`config.mk`:
```
export PLATFORM = sky130hd
export DESIGN_NAME = sync_fifo_param
export DESIGN_NICKNAME = d
export VERILOG_FILES = /design/src/rtl/sync_fifo_param.sv
export SDC_FILE = /design/constraint.sdc
export NUM_CORES = 1
export LEC_CHECK = 0
export BUFFER_PORTS_ARGS = -buffer_cell sky130_fd_sc_hd__clkbuf_2
export CAP_MARGIN = 20
export CELL_PAD_IN_SITES_DETAIL_PLACEMENT = 0
export CELL_PAD_IN_SITES_GLOBAL_PLACEMENT = 1
export CORE_AREA = 2 2 118 120
export CTS_CLUSTER_SIZE = 8
export DETAILED_ROUTE_END_ITERATION = 8
export DIE_AREA = 0 0 120 122
export GPL_ROUTABILITY_DRIVEN = 0
export HOLD_SLACK_MARGIN = 0.12
export MAX_ROUTING_LAYER = met4
export PLACE_DENSITY = 0.83
export SLEW_MARGIN = 25
export SYNTH_ARGS = -nofsm -noshare
export SYNTH_HDL_FRONTEND = slang
export SYNTH_SLANG_ARGS = --single-unit
export TNS_END_PERCENT = 30
```
`constraint.sdc`:
```
create_clock -name clk -period 2.6 [get_ports clk]
set_input_delay 0.26 -clock clk [delete_from_list [all_inputs] [get_ports clk]]
set_output_delay 0.26 -clock clk [all_outputs]
set_load 0.02 [all_outputs]
```
`src/rtl/sync_fifo_param.sv`:
```
// Single-clock parametrised FIFO with occupancy count, almost-full/empty and sticky error flags.
// Define SYNC_FIFO_FWFT_EN for first-word-fall-through reads; default is registered 1-cycle read.
module sync_fifo_param #(
    parameter int WIDTH         = 8,
    parameter int DEPTH         = 16,
    parameter int PTR           = 4,
    parameter int AFULL_THRESH  = 12,
    parameter int AEMPTY_THRESH = 2
) (
    input  logic             clk,
    input  logic             reset,
    input  logic             wren,
    input  logic [WIDTH-1:0] datain,
    output logic             wrfull,
    output logic             wrafull,
    input  logic             rden,
    output logic [WIDTH-1:0] dataout,
    output logic             rdempty,
    output logic             rdaempty,
    output logic [PTR:0]     usedw,
    input  logic             err_clr,
    output logic             ovf,
    output logic             udf
);

    localparam logic [PTR:0] FULL_CNT   = (PTR+1)'(DEPTH);
    localparam logic [PTR:0] AFULL_CNT  = (PTR+1)'(AFULL_THRESH);
    localparam logic [PTR:0] AEMPTY_CNT = (PTR+1)'(AEMPTY_THRESH);

    logic [WIDTH-1:0] mem [DEPTH];
    logic [PTR:0]     wr_ptr, rd_ptr;
    logic [PTR:0]     wr_ptr_nxt, rd_ptr_nxt, usedw_nxt;
    logic             wr_acc, rd_acc;

    // A full FIFO still accepts the read and an empty one still accepts the write.
    always_comb begin
        wr_acc     = wren & ~wrfull;
        rd_acc     = rden & ~rdempty;
        wr_ptr_nxt = wr_ptr + (PTR+1)'(wr_acc);
        rd_ptr_nxt = rd_ptr + (PTR+1)'(rd_acc);
        usedw_nxt  = wr_ptr_nxt - rd_ptr_nxt;
    end

    // NOTE: sequential state uses non-blocking assignments so every register samples pre-edge values.
    always_ff @(posedge clk or posedge reset) begin
        if (reset) begin
            wr_ptr   <= '0;
            rd_ptr   <= '0;
            usedw    <= '0;
            wrfull   <= 1'b0;
            wrafull  <= 1'b0;
            rdempty  <= 1'b1;
            rdaempty <= 1'b1;
        end else begin
            wr_ptr   <= wr_ptr_nxt;
            rd_ptr   <= rd_ptr_nxt;
            usedw    <= usedw_nxt;
            wrfull   <= (usedw_nxt == FULL_CNT);
            wrafull  <= (usedw_nxt >= AFULL_CNT);
            rdempty  <= (usedw_nxt == '0);
            rdaempty <= (usedw_nxt <= AEMPTY_CNT);
        end
    end

    // Set wins over a coincident clear.
    always_ff @(posedge clk or posedge reset) begin
        if (reset) begin
            ovf <= 1'b0;
            udf <= 1'b0;
        end else begin
            if (wren & wrfull)   ovf <= 1'b1;
            else if (err_clr)    ovf <= 1'b0;
            if (rden & rdempty)  udf <= 1'b1;
            else if (err_clr)    udf <= 1'b0;
        end
    end

    // NOTE: the storage array has no reset; contents are only meaningful behind the pointers.
    always_ff @(posedge clk) begin
        if (wr_acc) mem[wr_ptr[PTR-1:0]] <= datain;
    end

`ifdef SYNC_FIFO_FWFT_EN
    assign dataout = rdempty ? '0 : mem[rd_ptr[PTR-1:0]];
`else
    always_ff @(posedge clk or posedge reset) begin
        if (reset)       dataout <= '0;
        else if (rd_acc) dataout <= mem[rd_ptr[PTR-1:0]];
    end
`endif

endmodule

```
==> results.cfg <==
[run_status]
outcome = completed

[timing]
worst_slew_pin_slew_ns = 0.848
drv_slew = 0
hold_violations = 0
fmax_mhz = 411
fin_crit_sh = 0.935
slew_headroom = 0.432
clock_skew_ns = 0.00852
setup_viol = 0
fin_crit_ns = 2.43

[finish]
post_route_cells_drive_above_1_share = 0.316
final_nets = 420
layout_commonest_cell = edfxtp_1
diodes = 0
final_area_um2 = 7410
final_cell_mix = 128 x edfxtp_1, 31 x clkbuf_2, 26 x nor2_1, 26 x dfrtp_1, 24 x mux4_2
post-route-util = 0.549
areaGrowthSynthToFinish_pct = 19.8

[global_route]
grt_use_total = 0.172
met2_usage = 0.260
grt_max_degree = 40
met3_usage = 0.0379
grt_pass1_wl_mm = 17.7
grt_busiest_layer = met2
grt_pass1_vias = 3150
grt_overflow = 0
antenna_found_initial = 0
met1_usage = 0.233

[critical_path]
startpoint = wrfull
worst_setup_path_end_kind = register
required_ns = 2.94
critPathKind = register to register
startpoint_type = register
cp_max_fo = 4
arrival_ns = 2.77
worstPathCellList = nor2b_2, ha_2, ha_4, xor2_4, ha_4, nor2b_4, a221oi_2, xnor2_1, or2_4, nor3b_2
rr_startpoint = wrfull
critPathMaxStageDelay_ns = 0.41
critPathSlowestCell = dfrtp_1
path_common_cell = ha_4
r2r_cells = 10

[yosys]
syn_avg_cell_area_um2 = 18.4
ys_seq_area_frac = 0.739
syn_inst = 336
synth_nets = 357
synth.distinct_cells = 36
synth_seq_cells = 157
netlist_area_um2 = 6180
yosys_warnings = 0

[place]
place_area_um2 = 6710
place_hpwl_mm = 7.13
portBuffers = 31

[clock_network]
clk_pin_slew_ns = 0.06
cts-buffers-inserted = 17
clockBufferDepth = 2
clk_latency_ns = 0.42
cts_sinks = 157
root_buffer = clkbuf_16
htree_levels = 4
cts_tree = done

[min_path]
worstHoldPathType = input pin to register
hold-path-cell-count = 1
worstHoldStart = datain[5]

[floorplanning]
rows = 43
die_h_um = 122
fp.dieW_um = 120
core_area_um2 = 13500
ios = 32
initial_core_util = 0.458
die_area_um2 = 14600

[routing]
wirelength_mm = 11.4
drt_first_pass_iters = 4
viasPerCell = 5.20
ant_nets = 0
wl_per_cell_um = 19.2
drc_errors = 0
drt_iter0_markers = 295
dr_total_vias = 3080

[pwr]
ir_drop_uv = 549
leakagePower_nw = 2.69
power.density_nw_per_um2 = 1230

[run]
max_cap_violations = 0
[Yosys cell counts]
cell type / number / share of area
inv_1: 11 / 0.0067
and3_1: 1 / 0.0010
clkbuf_1: 5 / 0.0030
a211oi_1: 1 / 0.0012
buf_6: 3 / 0.0055
o21ai_0: 2 / 0.0016
mux4_2: 24 / 0.087
nand3b_1: 3 / 0.0036
buf_4: 2 / 0.0024
xor2_1: 3 / 0.0042
a21o_1: 2 / 0.0024
and2_1: 1 / 0.0010
nor2_1: 26 / 0.016
mux4_1: 2 / 0.0085
nand2_1: 4 / 0.0024
or3b_2: 1 / 0.0014
a221oi_1: 1 / 0.0014
dfstp_2: 2 / 0.0085
nand2b_1: 3 / 0.0030
ha_1: 7 / 0.014
o22ai_1: 7 / 0.0071
mux2_4: 1 / 0.0024
nor3_1: 12 / 0.0097
mux2i_1: 21 / 0.034
buf_1: 1 / 0.00061
nand3_1: 5 / 0.0040
nor2b_1: 10 / 0.010
xor3_1: 1 / 0.0038
nor3b_1: 1 / 0.0012
xnor2_1: 6 / 0.0085
or2_2: 1 / 0.0010
edfxtp_1: 128 / 0.62
dfrtp_1: 27 / 0.11
a21oi_1: 8 / 0.0065
fa_1: 1 / 0.0032
buf_2: 2 / 0.0016
[worst max-delay path: cells and delay by family, from the launching register on]
family          cells  cell delay, ns
compound gates      1            0.23
xor+xnor            2            0.32
flops               1            0.41
simple gates        4            0.76
fa+ha+maj           3            0.63
[sequential cells by signal, indices dropped and copies added (netlist names), 5 cells and up]
signal,flops
dataout,8
rd_ptr,5
wr_ptr,5
usedw,5
mem,128
[power breakdown]
part           switching, W  internal, W  total, W  leakage, nW
logic               0.00169      0.00151   0.00320        0.898
registers          0.000228      0.00317   0.00340         1.50
clock network       0.00105      0.00145   0.00249        0.292
[kinds of logic after synthesis]
logic type	Yosys count	synth area share
and+or+nand+nor	68	0.0544
DFF	157	0.739
muxes	48	0.132
buffers and inverters	24	0.0198
AOI/OAI and AO/OA	21	0.0202
adders and majority gates	8	0.0174
xor gates and xnor gates	10	0.0166
[area by class of cell]
class / instances / area [µm²]
fillers: 1015 / 6090
flip-flops and latches: 157 / 4570
multi-input cells: 155 / 1610
clock buffers: 17 / 425
repair buffers: 57 / 373
well taps: 180 / 225
clock inverters: 15 / 169
inverters: 11 / 41.3
[worst paths after layout]
path                               to  slack (ns)
hold / removal             mem[10][5]        0.28
max in group asynchronous    usedw[2]        1.50
hold reg to reg             wr_ptr[4]        0.47
setup reg to reg               wrfull        0.17
setup / recovery               wrfull        0.17
min in group asynchronous  dataout[4]        0.52
[repair_timing]
item	4_1_cts	5_1_grt
resized for setup	1	9
endpoints found under the setup margin	3	4
pin swaps	0	3
hold endpoints to repair	19	0
setup buffers	0	1
hold buffers	4	0
[routing by layer]
metal / up-vias / part of all wire
met5: - / 0
met1: 1560 / 0.45
met3: 4 / 0.045
met4: 0 / 0.0068
li1: 1425 / -
met2: 91 / 0.50
[per-stage QoR]
| step | setup TNS [ns] | setup slack [ns] | power [W] | hold WS, ns | cells |
|---|---|---|---|---|---|
| 2_1_floorplan | 0 | 0.00811 | 0.00581 | 0.337 | 336 |
| 3_3_place_gp | 0 | 0.0565 | 0.00651 | 0.416 | 555 |
| 3_5_place_dp | -0.0714 | -0.0302 | 0.00657 | 0.441 | 555 |
| 4_1_cts | 0 | 0.0229 | 0.00910 | 0.261 | 591 |
| 5_1_grt | -0.0122 | -0.00812 | 0.00961 | 0.286 | 592 |
| 6_report | 0 | 0.169 | 0.00910 | 0.278 | 592 |
Power figures use the tool's default switching activity.
